$ cat src/rtl/dmem_con_sequencer_if.sv
`default_nettype none
// ============================================================================
// Module   : dmem_con_sequencer_if
// Brief    : BLOCKMEM console port plus tx/rx byte links of the sequencer.
// Revision : 1.0 - initial release
// ============================================================================
interface dmem_con_sequencer_if #(
  parameter int ADDR_W = 10
);
  logic [3:0]        con_write;
  logic [ADDR_W-1:0] con_addr;
  logic [31:0]       con_in;
  logic [31:0]       con_out;
  logic [7:0]        tx_data;
  logic              tx_valid;
  logic              tx_ready;
  logic [7:0]        rx_data;
  logic              rx_valid;
  logic              rx_ready;

  modport master (
    output con_write, con_addr, con_in,
    input  con_out,
    output tx_data, tx_valid,
    input  tx_ready,
    input  rx_data, rx_valid,
    output rx_ready
  );

  modport slave (
    input  con_write, con_addr, con_in,
    output con_out,
    input  tx_data, tx_valid,
    output tx_ready,
    output rx_data, rx_valid,
    input  rx_ready
  );
endinterface
`default_nettype wire

$ cat src/rtl/dmem_con_sequencer.sv
`default_nettype none
// ============================================================================
// Module   : dmem_con_sequencer
// Brief    : Halts the core, then dumps or loads a data-memory word range over
//            a byte link. Optional DMEM_CON_SEQ_DUMP_CSUM_EN appends a 32-bit sum
//            of the dumped words.
// Revision : 1.0 - initial release
// ============================================================================
module dmem_con_sequencer #(
  parameter int ADDR_W       = 10,
  parameter int RD_LAT       = 1,
  parameter int HALT_TIMEOUT = 255
) (
  input  wire                  CLK,
  input  wire                  nrst,
  input  wire                  start,
  input  wire                  mode,
  input  wire [ADDR_W-1:0]     base_addr,
  input  wire [ADDR_W-1:0]     last_addr,
  output logic                 halt_req,
  input  wire                  halt_ack,
  output logic                 busy,
  output logic                 done,
  output logic                 error,
  dmem_con_sequencer_if.master bus
);

  localparam int c_CNT_MAX = (HALT_TIMEOUT > RD_LAT) ? HALT_TIMEOUT : RD_LAT;
  localparam int c_CNT_W   = $clog2(c_CNT_MAX + 1);

  typedef enum logic [2:0] {
    S_IDLE = 3'd0,
    S_HALT = 3'd1,
    S_RD   = 3'd2,
    S_TX   = 3'd3,
    S_LD   = 3'd4,
    S_WR   = 3'd5,
    S_FIN  = 3'd6
`ifdef DMEM_CON_SEQ_DUMP_CSUM_EN
    , S_CSUM = 3'd7
`endif
  } state_t;

  state_t              r_state;
  logic [ADDR_W-1:0]   r_base;
  logic [ADDR_W-1:0]   r_last;
  logic                r_mode;
  logic [c_CNT_W-1:0]  r_cnt;
  logic [1:0]          r_byte;
  logic [31:0]         r_sh;
`ifdef DMEM_CON_SEQ_DUMP_CSUM_EN
  logic [31:0]         r_sum;
`endif

  logic w_tx_take;
  logic w_rx_take;
  logic w_at_last;

  assign w_tx_take = bus.tx_valid && bus.tx_ready;
  assign w_rx_take = bus.rx_valid && bus.rx_ready;
  assign w_at_last = (bus.con_addr == r_last);
  assign busy      = (r_state != S_IDLE);

  always_ff @(posedge CLK or negedge nrst) begin
    if (!nrst) begin
      r_state       <= S_IDLE;
      r_base        <= '0;
      r_last        <= '0;
      r_mode        <= 1'b0;
      r_cnt         <= '0;
      r_byte        <= '0;
      r_sh          <= '0;
`ifdef DMEM_CON_SEQ_DUMP_CSUM_EN
      r_sum         <= '0;
`endif
      halt_req      <= 1'b0;
      done          <= 1'b0;
      error         <= 1'b0;
      bus.con_write <= '0;
      bus.con_addr  <= '0;
      bus.con_in    <= '0;
      bus.tx_data   <= '0;
      bus.tx_valid  <= 1'b0;
      bus.rx_ready  <= 1'b0;
    end else begin
      done  <= 1'b0;
      error <= 1'b0;
      case (r_state)
        S_IDLE: begin
          if (start) begin
            if (last_addr < base_addr) begin
              error <= 1'b1;
            end else begin
              r_base   <= base_addr;
              r_last   <= last_addr;
              r_mode   <= mode;
              r_cnt    <= '0;
              halt_req <= 1'b1;
`ifdef DMEM_CON_SEQ_DUMP_CSUM_EN
              r_sum    <= '0;
`endif
              r_state  <= S_HALT;
            end
          end
        end
        S_HALT: begin
          if (halt_ack) begin
            bus.con_addr <= r_base;
            r_cnt        <= '0;
            r_byte       <= '0;
            if (r_mode) begin
              bus.rx_ready <= 1'b1;
              r_state      <= S_LD;
            end else begin
              r_state      <= S_RD;
            end
          end else if (r_cnt == c_CNT_W'(HALT_TIMEOUT - 1)) begin
            halt_req <= 1'b0;
            error    <= 1'b1;
            r_state  <= S_IDLE;
          end else begin
            r_cnt <= r_cnt + 1'b1;
          end
        end
        S_RD: begin
          // con_out is trusted only once the address has been held RD_LAT edges
          if (r_cnt == c_CNT_W'(RD_LAT)) begin
            r_sh         <= bus.con_out;
            bus.tx_data  <= bus.con_out[7:0];
            bus.tx_valid <= 1'b1;
            r_byte       <= '0;
`ifdef DMEM_CON_SEQ_DUMP_CSUM_EN
            r_sum        <= r_sum + bus.con_out;
`endif
            r_state      <= S_TX;
          end else begin
            r_cnt <= r_cnt + 1'b1;
          end
        end
        S_TX: begin
          if (w_tx_take) begin
            r_byte      <= r_byte + 2'd1;
            r_sh        <= r_sh >> 8;
            bus.tx_data <= r_sh[15:8];
            if (r_byte == 2'd3) begin
              bus.tx_valid <= 1'b0;
              if (!w_at_last) begin
                bus.con_addr <= bus.con_addr + 1'b1;
                r_cnt        <= '0;
                r_state      <= S_RD;
              end else begin
`ifdef DMEM_CON_SEQ_DUMP_CSUM_EN
                r_sh         <= r_sum;
                bus.tx_data  <= r_sum[7:0];
                bus.tx_valid <= 1'b1;
                r_state      <= S_CSUM;
`else
                r_state      <= S_FIN;
`endif
              end
            end
          end
        end
`ifdef DMEM_CON_SEQ_DUMP_CSUM_EN
        S_CSUM: begin
          if (w_tx_take) begin
            r_byte      <= r_byte + 2'd1;
            r_sh        <= r_sh >> 8;
            bus.tx_data <= r_sh[15:8];
            if (r_byte == 2'd3) begin
              bus.tx_valid <= 1'b0;
              r_state      <= S_FIN;
            end
          end
        end
`endif
        S_LD: begin
          if (w_rx_take) begin
            bus.con_in <= {bus.rx_data, bus.con_in[31:8]};
            r_byte     <= r_byte + 2'd1;
            if (r_byte == 2'd3) begin
              bus.rx_ready  <= 1'b0;
              bus.con_write <= 4'hF;
              r_state       <= S_WR;
            end
          end
        end
        S_WR: begin
          bus.con_write <= '0;
          if (w_at_last) begin
            r_state <= S_FIN;
          end else begin
            bus.con_addr <= bus.con_addr + 1'b1;
            bus.rx_ready <= 1'b1;
            r_state      <= S_LD;
          end
        end
        S_FIN: begin
          halt_req <= 1'b0;
          done     <= 1'b1;
          r_state  <= S_IDLE;
        end
        default: r_state <= S_IDLE;
      endcase
    end
  end

endmodule
`default_nettype wire

$ cat src/flat_wrapper.sv
// flat-port wrapper written by rule: the top's interface ports become plain ports
module dmem_con_sequencer_flat 
#(
  parameter int ADDR_W       = 10,
  parameter int RD_LAT       = 1,
  parameter int HALT_TIMEOUT = 255
)
  (CLK, nrst, start, mode, base_addr, last_addr, halt_req, halt_ack, busy, done, error, bus_con_write, bus_con_addr, bus_con_in, bus_con_out, bus_tx_data, bus_tx_valid, bus_tx_ready, bus_rx_data, bus_rx_valid, bus_rx_ready);
  dmem_con_sequencer_if #(.ADDR_W(ADDR_W)) bus_i ();
  input  wire CLK;
  input  wire nrst;
  input  wire start;
  input  wire mode;
  input  wire [ADDR_W-1:0] base_addr;
  input  wire [ADDR_W-1:0] last_addr;
  output logic halt_req;
  input  wire halt_ack;
  output logic busy;
  output logic done;
  output logic error;
  output wire logic [$bits(bus_i.con_write)-1:0] bus_con_write;
  output wire logic [$bits(bus_i.con_addr)-1:0] bus_con_addr;
  output wire logic [$bits(bus_i.con_in)-1:0] bus_con_in;
  input wire logic [$bits(bus_i.con_out)-1:0] bus_con_out;
  output wire logic [$bits(bus_i.tx_data)-1:0] bus_tx_data;
  output wire logic [$bits(bus_i.tx_valid)-1:0] bus_tx_valid;
  input wire logic [$bits(bus_i.tx_ready)-1:0] bus_tx_ready;
  input wire logic [$bits(bus_i.rx_data)-1:0] bus_rx_data;
  input wire logic [$bits(bus_i.rx_valid)-1:0] bus_rx_valid;
  output wire logic [$bits(bus_i.rx_ready)-1:0] bus_rx_ready;
  assign bus_con_write = bus_i.con_write;
  assign bus_con_addr = bus_i.con_addr;
  assign bus_con_in = bus_i.con_in;
  assign bus_i.con_out = bus_con_out;
  assign bus_tx_data = bus_i.tx_data;
  assign bus_tx_valid = bus_i.tx_valid;
  assign bus_i.tx_ready = bus_tx_ready;
  assign bus_i.rx_data = bus_rx_data;
  assign bus_i.rx_valid = bus_rx_valid;
  assign bus_rx_ready = bus_i.rx_ready;
  dmem_con_sequencer #(.ADDR_W(ADDR_W), .RD_LAT(RD_LAT), .HALT_TIMEOUT(HALT_TIMEOUT)) u_core (.CLK(CLK), .nrst(nrst), .start(start), .mode(mode), .base_addr(base_addr), .last_addr(last_addr), .halt_req(halt_req), .halt_ack(halt_ack), .busy(busy), .done(done), .error(error), .bus(bus_i));
endmodule
$ cat config.mk
export PLATFORM = sky130hd
export DESIGN_NAME = dmem_con_sequencer_flat
export DESIGN_NICKNAME = d
export VERILOG_FILES = /design/src/rtl/dmem_con_sequencer_if.sv /design/src/rtl/dmem_con_sequencer.sv /design/src/flat_wrapper.sv
export SDC_FILE = /design/constraint.sdc
export NUM_CORES = 1
export LEC_CHECK = 0
export BUFFER_PORTS_ARGS = -buffer_cell sky130_fd_sc_hd__buf_4
export CORE_ASPECT_RATIO = 1.75
export CORE_MARGIN = 2
export CORE_UTILIZATION = 60
export CTS_BUF_LIST = sky130_fd_sc_hd__clkbuf_4 sky130_fd_sc_hd__clkbuf_8
export CTS_CLUSTER_DIAMETER = 30
export DETAILED_ROUTE_END_ITERATION = 10
export PLACE_DENSITY = 0.93
export SLEW_MARGIN = 15
export SYNTH_ARGS = -nofsm -noshare
export SYNTH_HDL_FRONTEND = slang
export SYNTH_SLANG_ARGS = --single-unit
$ cat constraint.sdc
create_clock -name CLK -period 3.8 [get_ports CLK]
set_clock_uncertainty 0.2 [all_clocks]
set_input_delay 0.76 -clock CLK [delete_from_list [all_inputs] [get_ports CLK]]
set_output_delay 0.76 -clock CLK [all_outputs]
set_load 0.005 [all_outputs]
==> flow_summary.toml <==
[power_and_ir_drop]
totalPowerFinal_uw = 2590
power.density_nw_per_um2 = 371
max-vdd-ir-drop_mv = 0.400
power_leakage_uw = 0.00341

[die]
die_h_um = 131
die_area_um2 = 10100
start_util_pct = 61.3
core_area_um2 = 9040
die_w_um = 76.7
num_rows = 46
io_pins = 127

[global_route]
grt_max_degree = 37
antenna_found_initial = 0
grt_pass1_vias = 4677
grt_pass1_wl_mm = 22.1
grt_usage_pct = 27.8
overflow = 0

[setup_path]
start_kind = "flip-flop"
worstPathArrival_ns = 3.01
end_kind = "flip-flop"
cp_max_fo = 16
cp_data_required_time_ns = 3.96
critPathKind = "reg2reg"

[detailed_routing]
routed_wl_mm = 13.4
viasPerCell = 5.89
dr.first_iter.drc_count = 343
num_vias = 4461
antenna_left = 0
dr.pass1.iters = 5
post_drt_wl_per_cell_um = 17.7
drc = 0

[sta]
post-route-period-util_pct = 75.1
hold_violations = 0
relSlewSlack_pct = 35.7
tightest_slew_ns = 0.963
rsz0062_at_grt = "false"
finalSetupTns_ns = 0
finalCriticalPeriod_ns = 2.85
slew_violations = 0
setup_viol = 0
max_freq_mhz = 350

[clocking]
cts_resized = 0
ctsHtreeMaxLevel = 4
postCtsSetupBuffers = 0
cts_hold_buffers = 0
cts_made_buffers = 17
cts_tree = "yes"
cts.sinks = 114
clockBufferDepth = 2
cts_root_buf = "clkbuf_8"
clk_latency_ns = 0.43
path_clk_slew_ns = 0.08

[synth]
synthesis.instances = 507
muxShareOfSynthArea_pct = 15.7
synth_warnings = 0
synth.distinct_cells = 46
syn-num-nets = 588
synth_compound_gate_area_share_pct = 12.8
synth_ff_type = "dfrtp_1"
yosysSeqAreaShare_pct = 51.5
synthArstFlopShare_pct = 100
syn_area_um2 = 5540
synth_xor_area_share_pct = 1.74
yosys.area_share.simple_pct = 10.0
synthAdderAreaFrac_pct = 3.16
synth_top_family_by_area = "multiplexers"
synth.avg_cell_area_um2 = 10.9
synth_seq_cells = 114
synth_edf_count = 0

[final_layout]
nFillCells = 587
antenna_cells = 0
stdcell_count = 758
synthToLayoutAreaGrowth_pct = 25.6
drive_gt1_share_pct = 35.9
nNetsFinal = 706

[placement]
dp_hpwl_mm = 9.60
port_buffers = 126
dp.cells = 726
place_congestion = 0.886

[outcome]
outcome = "completed"

[worst_hold_path]
hp-class = "in2async"

[flow_run]
max_cap_violations = 0
[metal layers]
metal / GRT usage [%] / up-vias / wire [um]
li1: - / 2023 / -
met5: 0 / - / 0
met1: 28.0 / 2198 / 4690
met3: 6.94 / 46 / 705
met2: 51.1 / 194 / 7520
met4: 15.5 / 0 / 507
[critical path: stages, from the launching register on]
cell     delay (ns)
dfrtp_1        0.72
inv_4          0.11
or3_1          0.42
a21oi_1        0.47
nand3_1        0.40
o31ai_1        0.33
a21o_1         0.13
[sequential cells by signal, summed over array words and instances, names as in the netlist]
name                  flops
u_core.bus.con_in        32
u_core.r_sh              25
u_core.bus.con_addr      10
u_core.r_base            10
u_core.r_last            10
u_core.r_cnt              8
u_core.bus.tx_data        7
u_core.r_state            3
u_core.r_byte             2
u_core.bus.con_write      1
u_core.bus.rx_ready       1
u_core.bus.tx_valid       1
u_core.done               1
u_core.error              1
u_core.halt_req           1
u_core.r_mode             1
[where the power goes]
part           total, uW  internal (uW)  switching (uW)
Sequential          1210           1210           0.743
Combinational        113           57.4            55.3
Clock               1260            749             510
[path summary, 6_finish.rpt]
check                                  startpoint               to  slack [ns]  cells past startpoint
worst max-delay path            u_core.r_state[0]  u_core.r_cnt[3]        0.95                      6
worst min register to register    u_core.r_sh[10]  u_core.r_sh[10]        0.28                      2
worst min-delay path                         nrst  u_core.r_cnt[7]        0.08                      1
min in group CLK                  u_core.r_sh[10]  u_core.r_sh[10]        0.28                      2
worst max register to register  u_core.r_state[0]  u_core.r_cnt[3]        0.95                      6
max in group asynchronous                    nrst  u_core.r_sh[29]        2.56                      2
[cell type report]
cell class | instances | area (um2) | share of cell area [%]
well taps | 120 | 150 | 2.16
flip-flops and latches | 114 | 2850 | 41.0
clock inverters | 12 | 183 | 2.62
multi-input cells | 334 | 2410 | 34.6
repair buffers | 135 | 1010 | 14.6
inverters | 23 | 88.8 | 1.28
clock buffers | 20 | 263 | 3.77
[logic make-up after synthesis]
family / after synthesis
buf+inv: 59
fa+ha+maj: 14
mux: 80
xor+xnor: 11
compound gates: 107
simple gates: 122
flops: 114
[per-stage QoR]
stage | area (um2) | util [%] | hold WS, ns | setup WS [ns]
floorplan | 5540 | - | 0.249 | 1.20
global placement | 6520 | 72.1 | 0.261 | 0.953
detailed placement | 6520 | 72.1 | 0.269 | 0.808
CTS | 6960 | 77.0 | 0.0637 | 1.02
global route | 6960 | 77.0 | 0.100 | 0.750
finish | 6960 | 77.0 | 0.0799 | 0.946
[layout by cell type, fill, tap and decap left out, types with 4 or more instances in the layout]
master,Yosys,final
o22a_1,15,15
nand2b_1,4,4
dfrtp_1,114,114
nand2_1,51,51
a22o_1,8,8
nor2_1,26,26
ha_1,14,14
nor3_1,8,7
mux2_2,53,53
o21ai_0,35,35
xnor2_1,11,11
inv_1,22,22
clkinv_4,0,4
a21o_1,6,6
clkbuf_8,0,18
bufinv_16,0,4
nand4_1,4,4
a31oi_1,8,8
buf_4,11,135
nand3_1,16,16
a21oi_1,19,19
and3_1,4,4
mux2i_1,26,26
[cell usage after synthesis, types with 6 or more instances]
cell type / n / area (um2)
buf_2: 9 / 45.0
ha_1: 14 / 175
nand2_1: 51 / 191
o22a_1: 15 / 131
nand3_1: 16 / 80.1
buf_4: 11 / 82.6
a21o_1: 6 / 45.0
a31oi_1: 8 / 50.1
a21oi_1: 19 / 95.1
o21ai_0: 35 / 175
a22o_1: 8 / 70.1
xnor2_1: 11 / 96.3
mux2i_1: 26 / 260
dfrtp_1: 114 / 2850
inv_1: 22 / 82.6
mux2_2: 53 / 597
nor3_1: 8 / 40.0
nor2_1: 26 / 97.6
clkbuf_1: 14 / 52.6
Power figures use the tool's default switching activity.
